--- config.mk ---
export PLATFORM = sky130hd
export DESIGN_NAME = decode_dispatch_stage
export DESIGN_NICKNAME = d
export VERILOG_FILES = /design/src/rtl/decode_dispatch_stage.sv
export SDC_FILE = /design/constraint.sdc
export NUM_CORES = 1
export LEC_CHECK = 0
export BUFFER_PORTS_ARGS = -buffer_cell sky130_fd_sc_hd__buf_2
export CAP_MARGIN = 10
export CORE_MARGIN = 5
export CORE_UTILIZATION = 58
export CTS_BUF_LIST = sky130_fd_sc_hd__clkbuf_16
export DETAILED_ROUTE_END_ITERATION = 10
export PLACE_DENSITY_LB_ADDON = 0.15
export SLEW_MARGIN = 40
export SYNTH_ARGS = -nofsm -noshare
export SYNTH_HDL_FRONTEND = slang
export SYNTH_SLANG_ARGS = --single-unit
--- constraint.sdc ---
create_clock -name clk -period 10.27 [get_ports clk]
set_input_delay 2.054 -clock clk [delete_from_list [all_inputs] [get_ports clk]]
set_output_delay 2.054 -clock clk [all_outputs]
set_load 0.01 [all_outputs]
--- src/rtl/decode_dispatch_stage.sv ---
// decode_dispatch_stage: buffered RV32I decode/dispatch stage.
// A circular instruction queue feeds a head decoder. The decoder resolves
// operands through the register file and ROB, renames rd, and dispatches
// to RS or LSB through registered one-cycle pulses.
// Optional feature: define RV32M_EN to decode the RV32M multiply/divide group.

`ifndef INSIDE_OP_LUI
`define INSIDE_OP_LUI    1
`define INSIDE_OP_AUIPC  2
`define INSIDE_OP_JAL    3
`define INSIDE_OP_JALR   4
`define INSIDE_OP_BEQ    5
`define INSIDE_OP_BNE    6
`define INSIDE_OP_BLT    7
`define INSIDE_OP_BGE    8
`define INSIDE_OP_BLTU   9
`define INSIDE_OP_BGEU   10
`define INSIDE_OP_LB     11
`define INSIDE_OP_LH     12
`define INSIDE_OP_LW     13
`define INSIDE_OP_LBU    14
`define INSIDE_OP_LHU    15
`define INSIDE_OP_SB     16
`define INSIDE_OP_SH     17
`define INSIDE_OP_SW     18
`define INSIDE_OP_ADDI   19
`define INSIDE_OP_SLTI   20
`define INSIDE_OP_SLTIU  21
`define INSIDE_OP_XORI   22
`define INSIDE_OP_ORI    23
`define INSIDE_OP_ANDI   24
`define INSIDE_OP_SLLI   25
`define INSIDE_OP_SRLI   26
`define INSIDE_OP_SRAI   27
`define INSIDE_OP_ADD    28
`define INSIDE_OP_SUB    29
`define INSIDE_OP_SLL    30
`define INSIDE_OP_SLT    31
`define INSIDE_OP_SLTU   32
`define INSIDE_OP_XOR    33
`define INSIDE_OP_SRL    34
`define INSIDE_OP_SRA    35
`define INSIDE_OP_OR     36
`define INSIDE_OP_AND    37
`define INSIDE_OP_MUL    38
`define INSIDE_OP_MULH   39
`define INSIDE_OP_MULHSU 40
`define INSIDE_OP_MULHU  41
`define INSIDE_OP_DIV    42
`define INSIDE_OP_DIVU   43
`define INSIDE_OP_REM    44
`define INSIDE_OP_REMU   45
`endif

module decode_dispatch_stage #(
   parameter int IQ_DEPTH  = 4,
   parameter int XLEN      = 32,
   parameter int ROB_TAG_W = 4,
   parameter int REG_TAG_W = 5,
   parameter int OP_W      = 6
) (
   input  logic                 clk,
   input  logic                 rst,
   input  logic                 rdy,
   input  logic                 in_fetch_valid,
   input  logic [XLEN-1:0]      in_fetch_instr,
   input  logic [XLEN-1:0]      in_fetch_pc,
   output logic                 out_fetch_ready,
   input  logic                 in_flush,
   output logic [REG_TAG_W-1:0] out_reg_tag1,
   output logic [REG_TAG_W-1:0] out_reg_tag2,
   input  logic [XLEN-1:0]      in_reg_value1,
   input  logic [XLEN-1:0]      in_reg_value2,
   input  logic [ROB_TAG_W-1:0] in_reg_robtag1,
   input  logic [ROB_TAG_W-1:0] in_reg_robtag2,
   input  logic                 in_reg_busy1,
   input  logic                 in_reg_busy2,
   output logic [ROB_TAG_W-1:0] out_rob_fetch_tag1,
   output logic [ROB_TAG_W-1:0] out_rob_fetch_tag2,
   input  logic [XLEN-1:0]      in_rob_fetch_value1,
   input  logic [XLEN-1:0]      in_rob_fetch_value2,
   input  logic                 in_rob_fetch_ready1,
   input  logic                 in_rob_fetch_ready2,
   input  logic                 in_rob_full,
   input  logic                 in_rs_full,
   input  logic                 in_lsb_full,
   input  logic [ROB_TAG_W-1:0] in_rob_freetag,
   output logic                 out_reg_rename_en,
   output logic [REG_TAG_W-1:0] out_reg_destination,
   output logic [ROB_TAG_W-1:0] out_reg_rob_tag,
   output logic                 out_dispatch_valid,
   output logic [1:0]           out_dispatch_unit,
   output logic [ROB_TAG_W-1:0] out_rob_tag,
   output logic [ROB_TAG_W-1:0] out_tag1,
   output logic [ROB_TAG_W-1:0] out_tag2,
   output logic [OP_W-1:0]      out_op,
   output logic [REG_TAG_W-1:0] out_rd,
   output logic [XLEN-1:0]      out_value1,
   output logic [XLEN-1:0]      out_value2,
   output logic [XLEN-1:0]      out_imm,
   output logic [XLEN-1:0]      out_pc,
   output logic                 out_illegal
);

   localparam int PTR_W = $clog2(IQ_DEPTH);
   localparam logic [PTR_W:0] FULL_CNT = (PTR_W+1)'(IQ_DEPTH);

   logic [XLEN-1:0] iq_instr [IQ_DEPTH];
   logic [XLEN-1:0] iq_pc    [IQ_DEPTH];
   logic [PTR_W-1:0] head, tail;
   logic [PTR_W:0]   count;

   logic [XLEN-1:0] ins, head_pc;
   logic [6:0] opcode, funct7;
   logic [2:0] funct3;
   logic [REG_TAG_W-1:0] rd;
   logic [XLEN-1:0] imm_i, imm_s, imm_b, imm_u, imm_j, imm_sh;
   logic legal, use1, use2, wr_rd;
   logic [1:0] unit_sel;
   int unsigned op_i;
   logic [XLEN-1:0] imm, val1, val2;
   logic [ROB_TAG_W-1:0] tag1, tag2;
   logic active, has_head, unit_full, fire, drop_illegal, pop, push;

   assign ins     = iq_instr[head];
   assign head_pc = iq_pc[head];
   assign opcode  = ins[6:0];
   assign funct3  = ins[14:12];
   assign funct7  = ins[31:25];
   assign rd      = ins[11:7];

   assign imm_i  = {{(XLEN-11){ins[31]}}, ins[30:20]};
   assign imm_s  = {{(XLEN-11){ins[31]}}, ins[30:25], ins[11:7]};
   assign imm_b  = {{(XLEN-12){ins[31]}}, ins[7], ins[30:25], ins[11:8], 1'b0};
   assign imm_u  = {{(XLEN-31){ins[31]}}, ins[30:12], 12'b0};
   assign imm_j  = {{(XLEN-20){ins[31]}}, ins[19:12], ins[20], ins[30:21], 1'b0};
   assign imm_sh = {{(XLEN-5){1'b0}}, ins[24:20]};

   // Decode the queue head: legality, target unit, operand usage, op and immediate.
   always_comb begin
      legal = 1'b1; unit_sel = 2'd1; use1 = 1'b0; use2 = 1'b0; wr_rd = 1'b0;
      op_i = 0; imm = '0;
      case (opcode)
         7'b0110111: begin op_i = `INSIDE_OP_LUI;   wr_rd = 1'b1; imm = imm_u; end
         7'b0010111: begin op_i = `INSIDE_OP_AUIPC; wr_rd = 1'b1; imm = imm_u; end
         7'b1101111: begin op_i = `INSIDE_OP_JAL;   wr_rd = 1'b1; imm = imm_j; end
         7'b1100111: begin
            op_i = `INSIDE_OP_JALR; wr_rd = 1'b1; use1 = 1'b1; imm = imm_i;
            legal = (funct3 == 3'b000);
         end
         7'b1100011: begin
            use1 = 1'b1; use2 = 1'b1; imm = imm_b;
            case (funct3)
               3'b000:  op_i = `INSIDE_OP_BEQ;
               3'b001:  op_i = `INSIDE_OP_BNE;
               3'b100:  op_i = `INSIDE_OP_BLT;
               3'b101:  op_i = `INSIDE_OP_BGE;
               3'b110:  op_i = `INSIDE_OP_BLTU;
               3'b111:  op_i = `INSIDE_OP_BGEU;
               default: legal = 1'b0;
            endcase
         end
         7'b0000011: begin
            unit_sel = 2'd2; use1 = 1'b1; wr_rd = 1'b1; imm = imm_i;
            case (funct3)
               3'b000:  op_i = `INSIDE_OP_LB;
               3'b001:  op_i = `INSIDE_OP_LH;
               3'b010:  op_i = `INSIDE_OP_LW;
               3'b100:  op_i = `INSIDE_OP_LBU;
               3'b101:  op_i = `INSIDE_OP_LHU;
               default: legal = 1'b0;
            endcase
         end
         7'b0100011: begin
            unit_sel = 2'd2; use1 = 1'b1; use2 = 1'b1; imm = imm_s;
            case (funct3)
               3'b000:  op_i = `INSIDE_OP_SB;
               3'b001:  op_i = `INSIDE_OP_SH;
               3'b010:  op_i = `INSIDE_OP_SW;
               default: legal = 1'b0;
            endcase
         end
         7'b0010011: begin
            use1 = 1'b1; wr_rd = 1'b1; imm = imm_i;
            case (funct3)
               3'b000: op_i = `INSIDE_OP_ADDI;
               3'b010: op_i = `INSIDE_OP_SLTI;
               3'b011: op_i = `INSIDE_OP_SLTIU;
               3'b100: op_i = `INSIDE_OP_XORI;
               3'b110: op_i = `INSIDE_OP_ORI;
               3'b111: op_i = `INSIDE_OP_ANDI;
               3'b001: begin
                  op_i = `INSIDE_OP_SLLI; imm = imm_sh;
                  legal = (funct7 == 7'b0000000);
               end
               default: begin
                  imm = imm_sh;
                  if (funct7 == 7'b0000000)      op_i = `INSIDE_OP_SRLI;
                  else if (funct7 == 7'b0100000) op_i = `INSIDE_OP_SRAI;
                  else                           legal = 1'b0;
               end
            endcase
         end
         7'b0110011: begin
            use1 = 1'b1; use2 = 1'b1; wr_rd = 1'b1;
            case (funct7)
               7'b0000000: begin
                  case (funct3)
                     3'b000:  op_i = `INSIDE_OP_ADD;
                     3'b001:  op_i = `INSIDE_OP_SLL;
                     3'b010:  op_i = `INSIDE_OP_SLT;
                     3'b011:  op_i = `INSIDE_OP_SLTU;
                     3'b100:  op_i = `INSIDE_OP_XOR;
                     3'b101:  op_i = `INSIDE_OP_SRL;
                     3'b110:  op_i = `INSIDE_OP_OR;
                     default: op_i = `INSIDE_OP_AND;
                  endcase
               end
               7'b0100000: begin
                  if (funct3 == 3'b000)      op_i = `INSIDE_OP_SUB;
                  else if (funct3 == 3'b101) op_i = `INSIDE_OP_SRA;
                  else                       legal = 1'b0;
               end
`ifdef RV32M_EN
               7'b0000001: begin
                  case (funct3)
                     3'b000:  op_i = `INSIDE_OP_MUL;
                     3'b001:  op_i = `INSIDE_OP_MULH;
                     3'b010:  op_i = `INSIDE_OP_MULHSU;
                     3'b011:  op_i = `INSIDE_OP_MULHU;
                     3'b100:  op_i = `INSIDE_OP_DIV;
                     3'b101:  op_i = `INSIDE_OP_DIVU;
                     3'b110:  op_i = `INSIDE_OP_REM;
                     default: op_i = `INSIDE_OP_REMU;
                  endcase
               end
`else
               7'b0000001: legal = 1'b0;
`endif
               default: legal = 1'b0;
            endcase
         end
         default: legal = 1'b0;
      endcase
   end

   // Packs {value, tag}: x0 or unused -> 0; ready register -> value; ready ROB -> value; else wait on tag.
   function automatic logic [XLEN+ROB_TAG_W-1:0] resolve(
      input logic used, input logic [REG_TAG_W-1:0] rs,
      input logic [XLEN-1:0] reg_val, input logic [ROB_TAG_W-1:0] reg_tag, input logic busy,
      input logic [XLEN-1:0] rob_val, input logic rob_rdy);
      if (!used || rs == '0) resolve = '0;
      else if (!busy)        resolve = {reg_val, {ROB_TAG_W{1'b0}}};
      else if (rob_rdy)      resolve = {rob_val, {ROB_TAG_W{1'b0}}};
      else                   resolve = {{XLEN{1'b0}}, reg_tag};
   endfunction

   assign {val1, tag1} = resolve(use1, ins[19:15], in_reg_value1, in_reg_robtag1, in_reg_busy1,
                                 in_rob_fetch_value1, in_rob_fetch_ready1);
   assign {val2, tag2} = resolve(use2, ins[24:20], in_reg_value2, in_reg_robtag2, in_reg_busy2,
                                 in_rob_fetch_value2, in_rob_fetch_ready2);

   assign out_reg_tag1        = ins[19:15];
   assign out_reg_tag2        = ins[24:20];
   assign out_rob_fetch_tag1  = in_reg_robtag1;
   assign out_rob_fetch_tag2  = in_reg_robtag2;

   // Illegal heads are dropped regardless of back-pressure; legal heads need ROB and target room.
   assign active       = rdy && !in_flush && !rst;
   assign has_head     = (count != '0);
   assign unit_full    = (unit_sel == 2'd2) ? in_lsb_full : in_rs_full;
   assign fire         = active && has_head && legal && !in_rob_full && !unit_full;
   assign drop_illegal = active && has_head && !legal;
   assign pop          = fire || drop_illegal;
   assign out_fetch_ready = !rst && (count != FULL_CNT);
   assign push         = in_fetch_valid && out_fetch_ready && rdy && !in_flush;

   assign out_reg_rename_en   = fire && wr_rd && (rd != '0);
   assign out_reg_destination = rd;
   assign out_reg_rob_tag     = in_rob_freetag;

   // Queue storage; write-only on push, so no reset is needed.
   always_ff @(posedge clk) begin
      if (push) begin
         iq_instr[tail] <= in_fetch_instr;
         iq_pc[tail]    <= in_fetch_pc;
      end
   end

   // Queue pointers, occupancy and the registered dispatch interface.
   always_ff @(posedge clk) begin
      if (rst) begin
         head <= '0; tail <= '0; count <= '0;
         out_dispatch_valid <= 1'b0; out_dispatch_unit <= '0; out_rob_tag <= '0;
         out_tag1 <= '0; out_tag2 <= '0; out_op <= '0; out_rd <= '0;
         out_value1 <= '0; out_value2 <= '0; out_imm <= '0; out_pc <= '0;
         out_illegal <= 1'b0;
      end else if (in_flush) begin
         head <= '0; tail <= '0; count <= '0;
         out_dispatch_valid <= 1'b0; out_illegal <= 1'b0;
      end else begin
         out_dispatch_valid <= fire;
         out_illegal        <= drop_illegal;
         if (push) tail <= tail + 1'b1;
         if (pop)  head <= head + 1'b1;
         count <= count + (PTR_W+1)'(push) - (PTR_W+1)'(pop);
         if (fire) begin
            out_dispatch_unit <= unit_sel;
            out_rob_tag       <= in_rob_freetag;
            out_tag1          <= tag1;
            out_tag2          <= tag2;
            out_op            <= OP_W'(op_i);
            out_rd            <= wr_rd ? rd : '0;
            out_value1        <= val1;
            out_value2        <= val2;
            out_imm           <= imm;
            out_pc            <= head_pc;
         end
      end
   end

endmodule

# Word level (Yosys, flattened, before mapping)
# Memories as Yosys holds them, arrays and structs flattened. A register that Yosys moved wholly into a read port is not among the register bits.
# Cells that the tools add are included.
# op_classes
n_addsub	4
n_eq_ne	19
n_mux	39
bitwise_logic	1
n_reduce_logical	42
# ops
operator	count
36-bit 2-to-1 mux	6
32-bit case mux with 6 select lines	1
6-bit case mux with 9 select lines	1
6-bit case mux with 7 select lines	1
5-bit case mux with 7 select lines	1
32-bit 2-to-1 mux	1
7-bit by 6-bit == test with 1-bit output (second input constant)	4
4-bit case mux with 6 select lines	1
7-bit == test (second input constant)	3
4-bit case mux with 5 select lines	1
6-bit OR reduction	3
5-bit 2-to-1 mux	3
5-bit case mux with 3 select lines	1
7-bit by 5-bit == test with 1-bit output (second input constant)	2
1-bit logical AND	13
1-bit 2-to-1 mux	13
3-bit == test (second input constant)	4
6-bit 2-to-1 mux	2
6-bit case mux with 2 select lines	1
5-bit logical NOT	2
3-bit OR reduction	3
2-bit OR reduction	4
7-bit by 2-bit == test with 1-bit output (second input constant)	1
1-bit logical NOT	7
19 further kinds	26
# word_totals
register_bits	130
mem_bits_rw	256
input_bits	216
out_inout_bits	184
elab_cells	121
mem_count	2
# memory_table
name	depth	width	read_ports	rd_clocked_by_memory_dff	write_ports	line	text
iq_instr	4	32	1	1	1	108	logic [XLEN-1:0] iq_instr [IQ_DEPTH];
iq_pc	4	32	1	1	1	109	logic [XLEN-1:0] iq_pc [IQ_DEPTH];

# Longest topological paths before layout
# logic_depth
word_depth	11
mapped_depth	18
depth_no_buf	15

# Least setup slack after synthesis
# Ideal clock, no wire load.
# synth_timing
path_kind	input -> output
startpoint	input rst
endpoint	output out_reg_rename_en
t_arrival_ps	3544
required_time_ps	8216
setup_slack_ps	4672
stages	8
path_buffers	3
path_cell_list	clkbuf_1 -> nor2_1 -> o311a_1 -> o2111a_1 -> o31ai_4 -> buf_6 -> buf_2 -> nor2_1
# synth_between
elab_chain_cells	8
# synth_lines
element	line	text
start, declared	63	input logic rst,
1-bit logical NOT	269	assign active = rdy && !in_flush && !rst;
1-bit logical AND	269	
1-bit logical AND (4 in series)	272	assign fire = active && has_head && legal && !in_rob_full && !unit_full;
1-bit logical AND (2 in series)	278	assign out_reg_rename_en = fire && wr_rd && (rd != '0);
end, declared	88	output logic out_reg_rename_en,
# No other way between the ends.

==> results.json <==
{
  "outcome": "complete, no violations",
  "synth_edf_count": 256,
  "die_area_mm2": 0.03328,
  "finalMaxSlewViolations": 0,
  "powerDensity_mw_per_mm2": 164.4,
  "worst-r2r-setup-slack_ps": 4880,
  "cts_max_level": 2,
  "crit_type": "reg2out",
  "synth_fp_nets": 1548,
  "multi_input_area_mm2": 0.005588,
  "first_global_vias": 11930,
  "path_clk_slew_ps": 60,
  "ant_nets": 0,
  "synth_largest_area_cell": "edfxtp_1",
  "syn_area_per_cell_um2": 13.01,
  "rows": 63,
  "num_io_pins": 400,
  "ctsResizeCount": 0,
  "slew_headroom_pct": 46.80,
  "yosysTopAreaCellShare_pct": 44.59,
  "core_mm2": 0.02948,
  "yosysWarnings": 0,
  "maxCapViolCount": 0,
  "hold_viol": 0,
  "worst_slew_pin_slew_ps": 798.1,
  "synth-async-reset-ratio_pct": 0,
  "drc_errors": 0,
  "grt_max_degree": 212,
  "dp_hpwl_mm": 33.84,
  "power.leakage_nw": 7.802,
  "drive_gt1_share_pct": 33.98,
  "synthFlopType": "edfxtp_1",
  "ys_seq_area_share_pct": 63.63,
  "cp_max_fo": 126,
  "antenna_found_initial": 5,
  "drt-initial-drc-count": 864,
  "routed_wl_mm": 48.04,
  "drtPass1Iterations": 5,
  "clock-root-buffer": "clkbuf_16",
  "fin_crit_ps": 6516,
  "syn_to_final_growth_pct": 20.16,
  "hp-class": "reg2reg",
  "cts_buffers": 42,
  "worstRegToRegCells": 12,
  "required_ps": 8220,
  "clock_path_buffers": 3,
  "cts_setup_buffers": 0,
  "skew_ps": 16.31,
  "rsz0062_at_grt": "no",
  "cts.sinks": 420,
  "synth_cell_types": 70,
  "arrival_ps": 4460,
  "fmax_ghz": 0.1535,
  "fill_cells": 2133,
  "grt_pass1_wl_mm": 72.41,
  "nNetsFinal": 1894,
  "die_w_um": 182.4,
  "period_share_pct": 63.44,
  "netlist_top_cells_area": "edfxtp_1 45%, dfxtp_1 19%, mux4_2 8.2%, a21oi_1 3.6%, o31ai_1 2.8%",
  "dieHeight_um": 182.4,
  "final_common_cell": "buf_2",
  "syn_area_mm2": 0.01724,
  "vias": 12240,
  "ir_drop_mv": 0.1686,
  "cts_tree": "built",
  "setup.worst_path.start_class": "flop",
  "setup_tns_ps": 0,
  "ys_seq_elements": 420,
  "ctsHoldBuffers": 0,
  "gr-total-overflow": 0,
  "wl_per_cell_um": 22.89,
  "place.gp.congestion": 0.9655,
  "end_kind": "primary output",
  "total_power_mw": 3.406,
  "netlist_instances": 1325,
  "worstSkewPairLatency_ps": 530,
  "vias_per_cell": 5.831,
  "grtUsageTotal_pct": 28.26,
  "start_util_pct": 58.48,
  "seq_area_mm2": 0.01097,
  "setup_viol": 0,
  "hold_depth": 2,
  "port-buffer-count": 399,
  "final_cell_mix": "398 x buf_2, 256 x edfxtp_1, 161 x dfxtp_1"
}
==> registers in the layout, summed over array words and instances (netlist names), 2 cells and up, named ones only <==
register,cells
out_value1,32
out_op,6
out_dispatch_unit,2
iq_instr,128
out_imm,32
out_rob_tag,4
out_value2,32
out_tag1,4
tail,2
head,2
out_rd,5
count,3
iq_pc,128
out_pc,32
out_tag2,4
==> cell usage after synthesis (17+ instances only) <==
cell	instances
nor2_1	44
a21oi_1	125
clkbuf_1	52
a211oi_1	24
nor3_1	36
dfxtp_1	164
edfxtp_1	256
buf_4	17
nand2_1	115
o31ai_1	64
nand3_1	87
nor2b_1	65
mux4_2	63
inv_1	20
buf_2	30
==> per-stage QoR <==
| stage | util [%] | worst slack [ps] | instances | hold slack (ps) | area [um2] |
|---|---|---|---|---|---|
| 2_1_floorplan | - | 4672 | 1325 | 472.6 | 17240 |
| 3_3_place_gp | 65.26 | 4042 | 2013 | 436.7 | 19240 |
| 3_5_place_dp | 65.52 | 4010 | 2016 | 443.4 | 19310 |
| 4_1_cts | 70.12 | 3772 | 2093 | 451.2 | 20670 |
| 5_1_grt | 70.27 | 3476 | 2099 | 469.7 | 20720 |
| 6_report | 70.27 | 3754 | 2099 | 450.3 | 20720 |
==> final timing paths <==
kind,end,from
worst max-delay path,out_reg_rename_en,flop
worst min-delay path,out_pc[1]$_SDFFE_PP0P_,out_pc[1]$_SDFFE_PP0P_
worst max register to register,out_tag2[3]$_SDFFE_PP0P_,flop
worst min register to register,out_pc[1]$_SDFFE_PP0P_,out_pc[1]$_SDFFE_PP0P_
==> metal layers <==
layer	global-route usage [%]	up-vias	routed length [um]	share of wire, %
met4	12.70	0	2295	4.8
met1	36.25	5946	18140	38
met5	0	-	0	0
met3	4.545	102	3382	7.0
li1	-	5695	-	-
met2	47.80	497	24220	50
==> layout make-up <==
cell class              instances  area share (%)
inverters                      21          0.3865
clock inverters                31          0.9965
flip-flops and latches        420           52.97
well taps                     390           2.355
diodes                          5         0.06039
multi-input cells             766           26.97
clock buffers                  46           5.556
repair buffers                420           10.70
==> power breakdown <==
part	total [mW]	switching [mW]	internal [mW]
clock	1.48	0.604	0.877
combinational	0.132	0.0765	0.0551
sequential	1.79	0.00157	1.79
==> critical path, stage by stage, from the launching register on <==
cell and delay, ps:
dfxtp_2 310, buf_4 540, mux4_2 760, or3_4 460, or3_1 340, o2111a_1 330
o31ai_4 100, buf_12 350, buf_16 350, nor2_1 110, buf_2 160
==> cells by family (layout without fill, tap and decap cells) <==
| group | Yosys count | count (layout) | share of synthesized area (%) |
|---|---|---|---|
| other | 0 | 5 | 0 |
| adders and majority gates | 7 | 7 | 0.5515 |
| buffers and inverters | 139 | 518 | 4.267 |
| and+or+nand+nor | 402 | 402 | 11.76 |
| DFF | 420 | 420 | 63.63 |
| xor gates and xnor gates | 5 | 5 | 0.2540 |
| muxes | 75 | 75 | 8.948 |
| AOI/OAI and AO/OA | 277 | 277 | 10.59 |
Power figures use the tool's default switching activity.
